File: config.mk
export PLATFORM = sky130hd
export DESIGN_NAME = fetch_controller
export DESIGN_NICKNAME = d
export VERILOG_FILES = /design/src/rtl/fetch_controller_pkg.sv /design/src/rtl/fetch_controller_fifo.sv /design/src/rtl/fetch_controller.sv
export SDC_FILE = /design/constraint.sdc
export NUM_CORES = 1
export LEC_CHECK = 0
export ABC_AREA = 1
export ABC_CLOCK_PERIOD_IN_PS = 1700
export CAP_MARGIN = 40
export CORE_AREA = 8 8 166 168
export DETAILED_ROUTE_END_ITERATION = 8
export DIE_AREA = 0 0 174 176
export DONT_BUFFER_PORTS = 1
export PLACE_DENSITY = 0.67
export SYNTH_ARGS = -nofsm -noshare
export SYNTH_HDL_FRONTEND = slang
export SYNTH_HIERARCHICAL = 1
export SYNTH_SLANG_ARGS = --single-unit
File: constraint.sdc
create_clock -name clk -period 1.7 [get_ports clk]
set_clock_uncertainty 0.1 [all_clocks]
set_input_delay 0.085 -clock clk [delete_from_list [all_inputs] [get_ports clk]]
set_output_delay 0.085 -clock clk [all_outputs]
set_load 0.1 [all_outputs]
File: src/rtl/fetch_controller_pkg.sv
// Shared widths, FSM encoding and payload types for the instruction-fetch sequencer.
package fetch_controller_pkg;

    localparam int unsigned RISCV_ADDR_WIDTH = 32;
    localparam int unsigned RISCV_WORD_WIDTH = 32;
    localparam int unsigned CNT_WIDTH        = 2;
    localparam logic [RISCV_ADDR_WIDTH-1:0] RESET_PC_DEFAULT = 32'h0000_0000;

    typedef enum logic [1:0] {
        BOOT = 2'd0,
        RUN  = 2'd1,
        HALT = 2'd2
    } fetch_state_e;

    typedef struct packed {
        logic [RISCV_WORD_WIDTH-1:0] instr;
        logic [RISCV_ADDR_WIDTH-1:0] addr;
    } resp_t;

    localparam int unsigned RESP_WIDTH = $bits(resp_t);

    function automatic logic [RISCV_ADDR_WIDTH-1:0] word_align(input logic [RISCV_ADDR_WIDTH-1:0] a);
        return {a[RISCV_ADDR_WIDTH-1:2], 2'b00};
    endfunction

endpackage

File: src/rtl/fetch_controller_fifo.sv
// Two-entry synchronous FIFO with flush; head is always visible on data_o.
module fetch_controller_fifo
    import fetch_controller_pkg::*;
#(
    parameter int unsigned WIDTH = 32
) (
    input  logic                 clk,
    input  logic                 rst_n,
    input  logic                 flush_i,
    input  logic                 push_i,
    input  logic [WIDTH-1:0]     data_i,
    input  logic                 pop_i,
    output logic [WIDTH-1:0]     data_o,
    output logic [CNT_WIDTH-1:0] count_o
);

    logic [WIDTH-1:0]     mem_q [2];
    logic [WIDTH-1:0]     mem_d [2];
    logic                 wr_ptr_q, wr_ptr_d;
    logic                 rd_ptr_q, rd_ptr_d;
    logic [CNT_WIDTH-1:0] count_q, count_d;
    logic                 do_push;
    logic                 do_pop;

    // A push into a full FIFO is only accepted when the head leaves in the same cycle.
    always_comb begin
        mem_d    = mem_q;
        wr_ptr_d = wr_ptr_q;
        rd_ptr_d = rd_ptr_q;
        count_d  = count_q;
        do_pop   = pop_i & (count_q != '0);
        do_push  = push_i & ((count_q != CNT_WIDTH'(2)) | do_pop);
        if (flush_i) begin
            wr_ptr_d = 1'b0;
            rd_ptr_d = 1'b0;
            count_d  = '0;
        end else begin
            if (do_push) begin
                mem_d[wr_ptr_q] = data_i;
                wr_ptr_d        = wr_ptr_q + 1'b1;
            end
            if (do_pop) begin
                rd_ptr_d = rd_ptr_q + 1'b1;
            end
            count_d = count_q + CNT_WIDTH'(do_push) - CNT_WIDTH'(do_pop);
        end
    end

    always_ff @(posedge clk or negedge rst_n) begin
        if (!rst_n) begin
            mem_q    <= '{default: '0};
            wr_ptr_q <= 1'b0;
            rd_ptr_q <= 1'b0;
            count_q  <= '0;
        end else begin
            mem_q    <= mem_d;
            wr_ptr_q <= wr_ptr_d;
            rd_ptr_q <= rd_ptr_d;
            count_q  <= count_d;
        end
    end

    assign data_o  = mem_q[rd_ptr_q];
    assign count_o = count_q;

endmodule

File: src/rtl/fetch_controller.sv
// Instruction-fetch sequencer: issues word fetches, tracks responses, feeds the realign buffer,
// and flushes/discards stale traffic on redirect.
module fetch_controller
    import fetch_controller_pkg::*;
#(
    parameter logic [RISCV_ADDR_WIDTH-1:0] RESET_PC        = RESET_PC_DEFAULT,
    parameter int unsigned                 MAX_OUTSTANDING = 2
) (
    input  logic                        clk,
    input  logic                        rst_n,
    input  logic                        redirect_i,
    input  logic [RISCV_ADDR_WIDTH-1:0] redirect_addr_i,
    input  logic                        halt_i,
    output logic                        imem_req_o,
    output logic [RISCV_ADDR_WIDTH-1:0] imem_addr_o,
    input  logic                        imem_gnt_i,
    input  logic                        imem_rvalid_i,
    input  logic [RISCV_WORD_WIDTH-1:0] imem_rdata_i,
    output logic                        buf_clear_o,
    output logic                        buf_offset_o,
    output logic                        buf_write_en_o,
    output logic [RISCV_WORD_WIDTH-1:0] buf_instr_o,
    output logic [RISCV_ADDR_WIDTH-1:0] buf_addr_o,
    input  logic                        buf_full_i
);

    fetch_state_e                state_q, state_d;
    logic [RISCV_ADDR_WIDTH-1:0] fetch_addr_q, fetch_addr_d;
    logic [CNT_WIDTH-1:0]        outstanding_q, outstanding_d;
    logic [CNT_WIDTH-1:0]        discard_cnt_q, discard_cnt_d;
    logic [CNT_WIDTH-1:0]        afifo_count;
    logic [CNT_WIDTH-1:0]        rfifo_count;
    logic [RISCV_ADDR_WIDTH-1:0] rsp_addr;
    logic                        rfifo_push;
    logic [2:0]                  occupancy;
    resp_t                       rfifo_in;
    resp_t                       rfifo_head;

    // State register
    always_ff @(posedge clk or negedge rst_n) begin
        if (!rst_n) begin
            state_q <= BOOT;
        end else begin
            state_q <= state_d;
        end
    end

    // Next-state logic; a redirect overrides the current state
    always_comb begin
        state_d = state_q;
        case (state_q)
            BOOT:    state_d = RUN;
            RUN:     state_d = halt_i ? HALT : RUN;
            HALT:    state_d = halt_i ? HALT : RUN;
            default: state_d = BOOT;
        endcase
        if (redirect_i) begin
            state_d = halt_i ? HALT : RUN;
        end
    end

    // Output logic; the BOOT clear is gated so it cannot appear while reset is held
    always_comb begin
        imem_req_o     = 1'b0;
        buf_clear_o    = 1'b0;
        buf_offset_o   = 1'b0;
        buf_write_en_o = 1'b0;
        if (state_q == RUN && !redirect_i && occupancy < 3'(MAX_OUTSTANDING)) begin
            imem_req_o = 1'b1;
        end
        if (redirect_i) begin
            buf_clear_o  = 1'b1;
            buf_offset_o = redirect_addr_i[1];
        end else if (state_q == BOOT && rst_n) begin
            buf_clear_o  = 1'b1;
            buf_offset_o = RESET_PC[1];
        end
        if (rfifo_count != '0 && !buf_full_i && !redirect_i) begin
            buf_write_en_o = 1'b1;
        end
    end

    // Fetch address, in-flight accounting and stale-response discard
    always_comb begin
        fetch_addr_d  = fetch_addr_q;
        discard_cnt_d = discard_cnt_q;
        rfifo_push    = 1'b0;
        outstanding_d = outstanding_q + CNT_WIDTH'(imem_gnt_i) - CNT_WIDTH'(imem_rvalid_i);
        if (redirect_i) begin
            fetch_addr_d = word_align(redirect_addr_i);
        end else if (imem_gnt_i) begin
            fetch_addr_d = fetch_addr_q + RISCV_ADDR_WIDTH'(4);
        end
        if (imem_rvalid_i) begin
            if (discard_cnt_q != '0) begin
                discard_cnt_d = discard_cnt_q - CNT_WIDTH'(1);
            end else begin
                rfifo_push = ~redirect_i;
            end
        end
        // Everything still in flight after this cycle belongs to the old stream.
        if (redirect_i) begin
            discard_cnt_d = outstanding_d;
        end
    end

    always_ff @(posedge clk or negedge rst_n) begin
        if (!rst_n) begin
            fetch_addr_q  <= word_align(RESET_PC);
            outstanding_q <= '0;
            discard_cnt_q <= '0;
        end else begin
            fetch_addr_q  <= fetch_addr_d;
            outstanding_q <= outstanding_d;
            discard_cnt_q <= discard_cnt_d;
        end
    end

    assign occupancy   = 3'(outstanding_q) + 3'(rfifo_count);
    assign imem_addr_o = fetch_addr_q;
    assign rfifo_in    = '{instr: imem_rdata_i, addr: rsp_addr};
    assign buf_instr_o = rfifo_head.instr;
    assign buf_addr_o  = rfifo_head.addr;

    fetch_controller_fifo #(
        .WIDTH (RISCV_ADDR_WIDTH)
    ) u_addr_fifo (
        .clk     (clk),
        .rst_n   (rst_n),
        .flush_i (1'b0),
        .push_i  (imem_gnt_i),
        .data_i  (fetch_addr_q),
        .pop_i   (imem_rvalid_i),
        .data_o  (rsp_addr),
        .count_o (afifo_count)
    );

    fetch_controller_fifo #(
        .WIDTH (RESP_WIDTH)
    ) u_resp_fifo (
        .clk     (clk),
        .rst_n   (rst_n),
        .flush_i (redirect_i),
        .push_i  (rfifo_push),
        .data_i  (rfifo_in),
        .pop_i   (buf_write_en_o),
        .data_o  (rfifo_head),
        .count_o (rfifo_count)
    );

    // Protocol sanity
    a_occupancy: assert property (@(posedge clk) disable iff (!rst_n)
        occupancy <= 3'(MAX_OUTSTANDING));
    a_rvalid_tracked: assert property (@(posedge clk) disable iff (!rst_n)
        imem_rvalid_i |-> (outstanding_q != '0));
    a_addr_fifo_sync: assert property (@(posedge clk) disable iff (!rst_n)
        afifo_count == outstanding_q);
    a_redirect_aligned: assert property (@(posedge clk) disable iff (!rst_n)
        redirect_i |-> !redirect_addr_i[0]);

endmodule
==> results.md, run 1 <==
* Final core occ at around four fifths
* Highest-count cells in the layout ignoring fill and taps: nand2_1 (436), nand2_4 (234), dfrtp_1 (204)
* CTS tree: done
* Worst Setup Path Type: reg2out
* Depth of the CTS H-tree at 1
* Initial DRC count at 1994
* Leading cell type in the layout, fill and taps excluded: nand2_1
* Clock Path Buffers at 3
* Slew Limit Fails at 0
* Leakage at around 10 nW
* Synth cell types at 34
* Setup WS pre-CTS at -0.0376 ns
* Int Power at 16.3 mW
* R2r startpoint: u_resp_fifo/count_o[0]$_DFF_PN0_
* DIE AREA at about 30000 um^2
* WP data arrival at about 1.9 ns
* Rows at 58
* Gr ovfl total at 0
* Setup repair after global routing missed its margin: yes
* Worst min path class: in2async
* Critical path, cell by cell: buf_12, buf_12, buf_16, nand2_4, nand2_4, buf_12
* DR vias/cell at about 6.3
* Final setup fails at around 190
* Detailed Routing Iterations Pass 1 at 6
* Fmax at 486 MHz
* Worst Setup End Kind: primary output
* Filler cells at approximately 1300
* Outcome: finished with violations
* Worst-path clk slew at roughly 0.070 ns
* CTS sink count at around 240
* NetSw at about 15 mW
* Initial Utilization at 49.3%
* Wire per inst at roughly 26 um
* Measured slew at the worst slew-check pin at 0.872 ns
* Worst Path Required at ~1.5 ns
* FF+latch area at 5970 um^2
* Seq cells post-synth at 236
* Die Span X at roughly 170 um
* Clock Tree Root: clkbuf_16
* CTS buffer count at 27
* Worst setup startpoint: u_resp_fifo/rd_ptr_q$_DFFE_PN0P_
* Final worst slack at -0.356 ns
* Share of cells above drive strength 1 at between 30 and 40%
* Ports at ~170
* Clock power frac at between 10% and 20%
* Crit path max-delay cell type: dfrtp_2
* Worst vdd ir at 1.60 mV
* Number of global-route vias before repair at roughly 13000
* Post-DRT Antenna Nets at 0
* FF-to-FF setup slack at -0.31 ns
* Min cycle time layout at 2.06 ns
* Fin Hold WS at -0.865 ns
* GP Congestion at around 0.86
* Slew margin rel. at a little over two fifths
* Residual DRC at 0
* Initial antenna violation count at 1
* Post-synthesis sequential area ratio at around half
* Top Family by Delay on Critical Path: buffers and inverters
* Logic pwr share at a little over half
* Final wirelength at 57.3 mm
* Nets@finish at roughly 1900
* Buf+Inv Stages, Crit Path at 4
* Hold Vio Cnt, Final at 299
* Synthesized cell area at ~12000 um^2
* Final Cycle Share at 121%
* Max stage delay on crit path at 0.46 ns
* Core area at 24800 um^2
* Failing checks: negative hold slack, negative setup slack
* Clk Latency, worst-skew pair at approximately 0.56 ns
* Vias at 13700
* Max Cap Viol at 0
* Largest net degree at the start of global routing at 238
* Gr usage total at 31.2%
* Hold_buf cts at 81
* Most used cell, CP: buf_12
* CP Launch Type: register
* Crit path max fanout at 8
* Port buffer count at 0
* Die extent in y at between 150 and 200 um
* HPWL after DPL at ~21 mm
* Cells after synthesis at about 1600
* Sw Share at 47.8%
* Flop pwr share at approximately 30%
* Yosys warnings at 6
* First-pass GRT wire length at between 70 and 80 mm
* Multi-input logic area at between 7000 and 8000 um^2
* Cell Pwr Density at 1540 nW/um^2
* Area delta synth->final at 65.8%
* Avg Inst Size Synth at 7.70 um^2
## cell usage after synthesis (all sizes together)
cell	n	area share, %
o211ai	2	0.12
fa	1	0.16
o21bai	5	0.31
mux2i	1	0.082
o21ai	9	0.37
a21oi	7	0.29
dfrtp	236	48
buf	105	5.5
a22oi	21	1.3
conb	1	0.031
ha	11	1.1
and2	2	0.10
xor2	7	0.50
nand3	48	2.3
nor3	2	0.082
nand4	194	9.9
o31ai	1	0.061
nand2	808	25
xnor2	2	0.14
inv	55	1.7
nor2	61	2.4
clkbuf	9	0.28
## metrics by stage
step / hold WS (ns) / TNS, ns / cell area [um^2] / std cells / power (mW)
final: -0.865 / -36.30 / 20300 / 2191 / 31.2
after global placement: -0.297 / 0 / 14300 / 1950 / 21.1
after global routing: -0.875 / -42.59 / 20300 / 2191 / 32.1
after detailed placement: -0.298 / -0.712 / 14300 / 1950 / 21.4
after CTS: -0.856 / -34.58 / 19200 / 2181 / 29.0
after floorplan: -0.311 / -58.45 / 12600 / 1597 / 17.0
## state kept, by name, summed over array words and instances (netlist names)
register	flops
imem_addr_o	30
u_resp_fifo/mem_q	128
discard_cnt_q	2
u_resp_fifo/wr_ptr_q	1
u_addr_fifo/count_o	2
state_q	2
u_resp_fifo/rd_ptr_q	1
u_resp_fifo/count_o	2
u_addr_fifo/rd_ptr_q	1
u_addr_fifo/wr_ptr_q	1
outstanding_q	2
u_addr_fifo/mem_q	64
## final timing paths
check	end	cells past startpoint
worst min-delay path	u_resp_fifo/mem_q[119]$_DFFE_PN0P_	0
max in group asynchronous	imem_addr_o[3]$_DFFE_PN0N_	0
min in group clk	u_addr_fifo/mem_q[43]$_DFFE_PN0P_	3
worst min register to register	u_addr_fifo/mem_q[57]$_DFFE_PN0P_	2
worst max-delay path	buf_instr_o[17]	6
worst max register to register	u_resp_fifo/mem_q[117]$_DFFE_PN0P_	11
## worst reg2reg max path, stage by stage, from the launching register on
cell	delay, ns
dfrtp_2	0.36
buf_6	0.12
nor2_4	0.04
nor3_4	0.16
inv_2	0.07
nand3_4	0.10
buf_6	0.13
nand3_4	0.17
buf_8	0.23
buf_16	0.17
nand2_2	0.09
nand2_1	0.14
## cells by family after synthesis
group / count (synthesis) / share of synthesized area, %
compound gates: 45 / 2.43
buf+inv: 169 / 7.48
fa+ha+maj: 12 / 1.29
flops: 236 / 48.3
mux: 1 / 0.0819
simple gates: 1115 / 39.7
other cells: 1 / 0.0307
xor+xnor: 9 / 0.645
## cell type report
type,instances,share of cell area (%)
multi-input combinational,1193,38.6
clock inverter,10,0.296
inverter,55,1.06
clock buffer,40,3.87
tap,330,2.04
timing repair buffer,326,24.7
sequential,236,29.4
antenna,1,0.0123
## layer usage
| metal | vias up | GRT usage, % | share of wire (%) | wire [um] |
|---|---|---|---|---|
| met2 | 1056 | 51.9 | 46 | 26500 |
| met4 | 0 | 20.7 | 8.6 | 4930 |
| met5 | - | 0 | 0 | 0 |
| met3 | 400 | 7.37 | 11 | 6270 |
| li1 | 5701 | - | - | - |
| met1 | 6579 | 35.7 | 34 | 19600 |
## power groups by stage
stage / clock (mW) / combinational, mW / sequential, mW
after floorplan: 0 / 8.26 / 8.74
after CTS: 5.57 / 14.8 / 8.62
after detailed placement: 0 / 13.0 / 8.38
after global routing: 5.98 / 16.8 / 9.34
final: 5.73 / 16.3 / 9.23
after global placement: 0 / 12.8 / 8.33
## what timing repair did
action,4_1_cts,5_1_grt
hold endpoints to repair,470,296
gates cloned,46,9
resized for setup,397,338
pin swaps,71,96
endpoints found under the setup margin,169,217
setup buffers,55,26
No activity file was read; power rests on OpenSTA's default activity.
==> inputs of run 2 (changes only) <==
--- a/config.mk
+++ b/config.mk
@@ -5,12 +5,11 @@
 export SDC_FILE = /design/constraint.sdc
 export NUM_CORES = 1
 export LEC_CHECK = 0
-export ABC_AREA = 1
 export ABC_CLOCK_PERIOD_IN_PS = 1700
 export CAP_MARGIN = 40
-export CORE_AREA = 8 8 166 168
+export CORE_AREA = 8 8 159 161
 export DETAILED_ROUTE_END_ITERATION = 8
-export DIE_AREA = 0 0 174 176
+export DIE_AREA = 0 0 167 169
 export DONT_BUFFER_PORTS = 1
 export PLACE_DENSITY = 0.67
 export SYNTH_ARGS = -nofsm -noshare
==> results.md, run 2 <==
* Fin Hold WS at -0.839 ns
* CTS sink count at ~240
* Die extent in y at ~170 um
* Max Cap Viol at 0
* Worst-path clk slew at about 0.070 ns
* Die Span X at approximately 170 um
* Number of global-route vias before repair at slightly below 9000
* Post-synth top cells: dfrtp_1 (236), mux2_2 (194), mux2_4 (90)
* DP Cell Count at 1210
* Worst Setup Path Type: reg2reg
* Highest-count cells in the layout ignoring fill and taps: mux2_4 (236), dfrtp_1 (209), buf_12 (105)
* Final cell count without fillers at ~1400
* Register name with the most flops: u_resp_fifo/mem_q
* Setup repair after global routing missed its margin: yes
* Filler cells at 1185
* Final setup fails at between 200 and 300
* Critical Path Sink: u_resp_fifo/mem_q[32]$_DFFE_PN0P_
* Depth of the CTS H-tree at 1
* Final core occ at 77.3%
* Post-DRT Antenna Nets at 0
* Worst Setup End Kind: register
* Combinational family with the most area after synthesis: multiplexers
* Post-synth EDFFs at 0
* Met3 WL at around 2.1 mm
* Logic pwr share at 53.3%
* Worst Path Required at around 2.0 ns
* Top-area cell type share of the netlist area at a little over half
* Initial DRC count at around 560
* Core area at between 20000 and 25000 um^2
* Detailed Routing Iterations Pass 1 at 5
* Main synth FF type: dfrtp_1
* Share of cells above drive strength 1 at between 50% and 60%
* NetSw at 13.4 mW
* Port buffer count at 0
* Top Layer Used: met4
* FF-to-FF setup slack at -0.75 ns
* Initial antenna violation count at 0
* DR vias/cell at roughly 5.7
* Worst min path class: in2async
* Met2 Routed Length at between 15 and 20 mm
* Rows at 56
* Multi-input logic area at 6010 um^2
* Leakage at approximately 8.1 nW
* Largest net degree at the start of global routing at about 240
* Worst vdd ir at 1.04 mV
* Slew margin rel. at a little under half
* Cells after synthesis at 804
* Residual DRC at 0
* Max FFs per register at approximately 130
* Clock power frac at 18.9%
* Diodes inserted at 0
* Synth async-reset ratio at 100%
* Mux contribution to synthesized area at a little under a third
* Nets@finish at approximately 1200
* Pwr Total at 33.0 mW
* Clock Path Buffers at 3
* Clk Latency, worst-skew pair at roughly 0.53 ns
* Initial Utilization at roughly 49%
* R2R cell count at 9
* Simple-gate share of the synthesized area at between 5 and 6%
* Slew Limit Fails at 0
* Avg Inst Size Synth at between 10 and 15 um^2
* Synth top area cells: dfrtp_1 (53%), mux2_2 (19%), mux2_4 (12%), ha_1 (1.2%), buf_6 (1.2%)
* Ports at roughly 170
* Post-Synth XOR/XNOR Area at under 10%
* Critical path, cell by cell: buf_4, buf_6, nor2_4, nor3_4, or3b_4, and4b_4, buf_12, bufbuf_16, mux2_4
* Setup WS pre-CTS at -0.353 ns
* Sw Share at a little over 40%
* Final Cycle Share at 144%
* DIE AREA at around 28000 um^2
* Worst setup startpoint: u_resp_fifo/count_o[0]$_DFF_PN0_
* CTS tree: done
* R2r endpoint: u_resp_fifo/mem_q[32]$_DFFE_PN0P_
* Failing checks: negative hold slack, negative setup slack
* Synth cell types at 43
* Int Power at ~20 mW
* GP Congestion at slightly below 0.8
* First-pass GRT wire length at around 53 mm
* Vias at 8088
* Final worst slack at -0.753 ns
* Synthesized cell area at between 10000 and 15000 um^2
* Crit path max fanout at 5
* CP Launch Type: register
* Measured slew at the worst slew-check pin at just over 0.8 ns
* Post-synthesis sequential area ratio at 52.6%
* R2r startpoint: u_resp_fifo/count_o[0]$_DFF_PN0_
* Wire per inst at around 26 um
* Adder-Cell Fraction of Synth Area at around 1.4%
* HPWL after DPL at approximately 19 mm
* Gr ovfl total at 0
* Outcome: finished with violations
* CTS buffer count at 27
* Synth Area in Compound Gates at 3.11%
* Crit path max-delay cell type: or3b_4
* Hold_buf cts at approximately 70
* Hold Vio Cnt, Final at 236
* Cell Pwr Density at approximately 1900 nW/um^2
* Most common cell in the netlist: dfrtp_1
* Final wirelength at about 37 mm
* Seq cells post-synth at ~240
* FF+latch area at 5980 um^2
* Leading cell type in the layout, fill and taps excluded: mux2_4
* WP data arrival at 2.76 ns
* Gr usage total at 23.6%
* Area delta synth->final at 57.7%
* Yosys warnings at 6
* Flop pwr share at around 28%
* Fmax at between 400 and 500 MHz
* Area leader, netlist: dfrtp_1
* Min cycle time layout at between 2 and 2.5 ns
* Met1 wire length at approximately 14 mm
* Max stage delay on crit path at approximately 0.42 ns
* Clock Tree Root: clkbuf_16
## run 2: cell count changes after synthesis, moves of 23 or more
cell / delta
buf_2: -67
inv_1: -35
mux2_2: +194
mux2_4: +90
nand2_1: -770
nand3_1: -30
nand4_1: -189
nor2_1: -23
## run 2: final cells by class
class                      count  share of cell area (%)
sequential                   236                    33.8
multi-input combinational    514                    33.9
clock inverter                13                    1.14
inverter                      17                   0.360
tap                          290                    2.05
timing repair buffer         306                    24.6
clock buffer                  35                    4.21
## run 2: logic make-up (layout without fill, tap and decap cells)
kind of cell / count (synthesis) / after routing
DFF: 236 / 236
AOI/OAI and AO/OA: 55 / 55
adders and majority gates: 12 / 12
xor gates and xnor gates: 22 / 22
and+or+nand+nor: 123 / 124
buffers and inverters: 66 / 371
muxes: 289 / 289
other: 1 / 12
## run 2: critical path: cells and delay by family (launching register included)
kind | cells | cell delay [ns]
DFF | 1 | 0.41
muxes | 1 | 0.29
buffers and inverters | 4 | 0.69
and+or+nand+nor | 4 | 0.85
## run 2: power groups by stage
stage	clock network (mW)	logic (mW)	registers, mW
after global placement	0	15.0	8.70
final	6.23	17.6	9.16
after global routing	6.57	18.1	9.31
after floorplan	0	10.0	9.03
after detailed placement	0	15.3	8.90
after CTS	6.26	16.5	8.89
## run 2: worst min-delay path by stage
stage                      from                                  to
after floorplan           rst_n        discard_cnt_q[0]$_DFFE_PN0P_
after global placement    rst_n  u_resp_fifo/mem_q[122]$_DFFE_PN0P_
after detailed placement  rst_n   u_resp_fifo/mem_q[57]$_DFFE_PN0P_
after CTS                 rst_n   u_resp_fifo/mem_q[57]$_DFFE_PN0P_
after global routing      rst_n  u_resp_fifo/mem_q[122]$_DFFE_PN0P_
final                     rst_n  u_resp_fifo/mem_q[122]$_DFFE_PN0P_
## run 2: timing repair
item	in CTS	in global routing
endpoints found under the hold margin	353	236
cloned	31	3
pin swaps	24	35
endpoints found under the setup margin	269	288
resized for setup	158	170
setup buffers	53	19
## run 2: through the flow
step,cell area (um^2),setup TNS (ns)
6_report,17700,-116.85
3_5_place_dp,13600,-42.52
2_1_floorplan,11500,-113.39
3_3_place_gp,13600,-35.58
4_1_cts,17200,-94.03
5_1_grt,17700,-126.81
## run 2: per-layer routing
layer	track usage (%)	vias to the layer above
li1	-	3482
met1	28.7	4191
met2	42.1	329
met3	4.50	86
met4	6.62	0
met5	0	-
==> inputs of run 3 (changes only) <==
--- a/config.mk
+++ b/config.mk
@@ -11,7 +11,8 @@
 export DETAILED_ROUTE_END_ITERATION = 8
 export DIE_AREA = 0 0 167 169
 export DONT_BUFFER_PORTS = 1
-export PLACE_DENSITY = 0.67
+export PLACE_DENSITY = 0.74
+export SKIP_LAST_GASP = 1
 export SYNTH_ARGS = -nofsm -noshare
 export SYNTH_HDL_FRONTEND = slang
 export SYNTH_HIERARCHICAL = 1
==> results.md, run 3 (same netlist as run 2, synthesis figures left out) <==
* Diodes inserted at 0
* Cell Pwr Density at approximately 1900 nW/um^2
* Crit path max fanout at 2
* Fin Hold WS at -0.844 ns
* GP Congestion at ~0.8
* Slew Limit Fails at 0
* Setup WS pre-CTS at -0.364 ns
* CTS buffer count at 27
* Worst setup startpoint: u_resp_fifo/count_o[0]$_DFF_PN0_
* Die Span X at ~170 um
* Initial antenna violation count at 0
* Sw Share at between 40% and 50%
* DIE AREA at 28200 um^2
* Nets@finish at approximately 1200
* Leakage at a little under 8 nW
* Final wirelength at 35.4 mm
* Hold Vio Cnt, Final at around 240
* Worst Setup End Kind: primary output
* Clock power frac at 18.1%
* Clock Path Buffers at 3
* Initial Utilization at about half
* Rows at 56
* Final worst slack at -0.731 ns
* Final cell count without fillers at about 1400
* Slew margin rel. at between 50% and 60%
* Wire per inst at about 25 um
* R2r endpoint: u_resp_fifo/mem_q[118]$_DFFE_PN0P_
* Worst vdd ir at between 1 and 1.5 mV
* NetSw at between 10 and 15 mW
* Core area at 22900 um^2
* Largest net degree at the start of global routing at 238
* Initial DRC count at around 660
* Number of global-route vias before repair at around 8400
* Gr usage total at a little over a fifth
* Vias at 7977
* Fmax at 411 MHz
* Detailed Routing Iterations Pass 1 at 5
* Crit path max-delay cell type: fa_1
* Depth of the CTS H-tree at 1
* Setup repair after global routing missed its margin: yes
* Worst Setup Path Type: reg2out
* HPWL after DPL at 17.1 mm
* Port buffer count at 0
* Final core occ at 75.3%
* R2R cell count at 9
* CTS tree: done
* Post-DRT Antenna Nets at 0
* Clk Latency, worst-skew pair at between 0.5 and 0.6 ns
* Int Power at between 15 and 20 mW
* Worst min path class: in2async
* Critical path, cell by cell: buf_6, and2_4, fa_1, nor4b_4, buf_12
* Critical Path Sink: imem_req_o
* Min cycle time layout at ~2.4 ns
* Area delta synth->final at 53.7%
* DP Cell Count at between 1000 and 1500
* Measured slew at the worst slew-check pin at approximately 0.70 ns
* Ports at approximately 170
* Worst-path clk slew at around 0.060 ns
* Max FFs per register at roughly 130
* First-pass GRT wire length at a little under 50 mm
* Max Cap Viol at 0
* Max stage delay on crit path at roughly 0.49 ns
* Logic pwr share at a little over half
* Final Cycle Share at 143%
* CP Launch Type: register
* Worst Path Required at between 1.5 and 2 ns
* CTS sink count at approximately 240
* Flop pwr share at around 28%
* Clock Tree Root: clkbuf_16
* DR vias/cell at 5.71
* Highest-count cells in the layout ignoring fill and taps: mux2_4 (223), dfrtp_1 (209), buf_12 (103)
* Residual DRC at 0
* R2r startpoint: u_resp_fifo/count_o[0]$_DFF_PN0_
* Final setup fails at about 270
* Outcome: finished with violations
* Share of cells above drive strength 1 at 57.1%
* FF-to-FF setup slack at -0.68 ns
* Hold_buf cts at between 60 and 70
* Leading cell type in the layout, fill and taps excluded: mux2_4
* Filler cells at about 1200
* WP data arrival at around 2.3 ns
* Gr ovfl total at 0
* Failing checks: negative hold slack, negative setup slack
* Die extent in y at about 170 um
* Register name with the most flops: u_resp_fifo/mem_q
## run 3: cell types whose count changed in the layout (fill, tap and decap cells not counted), moves of 4 or more
cell / change
buf_6: -6
buf_16: -4
mux2_2: +14
buf_4: -5
mux2_4: -13
clkbuf_1: +5
## run 3: layout make-up
| cell class | instances | area [um^2] | area share [%] |
|---|---|---|---|
| Clock buffer | 40 | 764 | 4.43 |
| Clock inverter | 9 | 109 | 0.631 |
| Inverter | 17 | 66.3 | 0.384 |
| Multi-Input combinational cell | 516 | 5870 | 34.0 |
| Sequential cell | 236 | 5980 | 34.6 |
| Tap cell | 290 | 363 | 2.10 |
| Timing Repair Buffer | 289 | 4110 | 23.8 |
## run 3: repair_timing
item                                    in CTS  in global routing
buffers inserted                            35                 23
endpoints found under the hold margin      376                236
endpoints found under the setup margin     247                282
cloned                                      19                  8
gates resized for setup                    102                171
pin swaps                                   23                 34
## run 3: through the flow
step	hold slack [ns]	cell area [um^2]	setup TNS, ns	total power, mW
CTS	-0.867	16400	-90.21	30.7
global route	-0.870	17300	-110.71	33.0
finish	-0.844	17300	-102.49	32.0
detailed placement	-0.302	13700	-42.00	24.0
global placement	-0.300	13700	-36.73	23.7
floorplan	-0.311	11500	-113.39	19.1
## run 3: power groups by stage
stage	clock network, mW	registers [mW]	logic, mW
6_report	5.80	9.11	17.1
2_1_floorplan	0	9.03	10.0
5_1_grt	6.12	9.29	17.6
3_3_place_gp	0	8.72	15.0
4_1_cts	5.85	8.83	16.0
3_5_place_dp	0	8.85	15.2
## run 3: critical path, delay by kind of cell, from the launching register on
kind / cells / cell delay, ns
and+or+nand+nor: 2 / 0.50
adders and majority gates: 1 / 0.49
DFF: 1 / 0.39
buffers and inverters: 2 / 0.34
## run 3: worst min-delay path by stage
stage	start	end	slack, ns	cells past startpoint
2_1_floorplan	rst_n	discard_cnt_q[0]$_DFFE_PN0P_	-0.31	0
3_3_place_gp	rst_n	u_resp_fifo/mem_q[57]$_DFFE_PN0P_	-0.30	0
3_5_place_dp	rst_n	u_resp_fifo/mem_q[57]$_DFFE_PN0P_	-0.30	0
4_1_cts	rst_n	u_resp_fifo/mem_q[124]$_DFFE_PN0P_	-0.87	0
5_1_grt	rst_n	u_resp_fifo/mem_q[52]$_DFFE_PN0P_	-0.87	0
6_report	rst_n	u_resp_fifo/mem_q[52]$_DFFE_PN0P_	-0.84	0
## run 3: layer usage
metal	global-route usage [%]	vias up	wire length [um]
met1	28.0	4108	14500
met2	37.1	343	17900
met3	4.73	83	2240
met5	0	-	0
met4	4.97	0	842
li1	-	3443	-
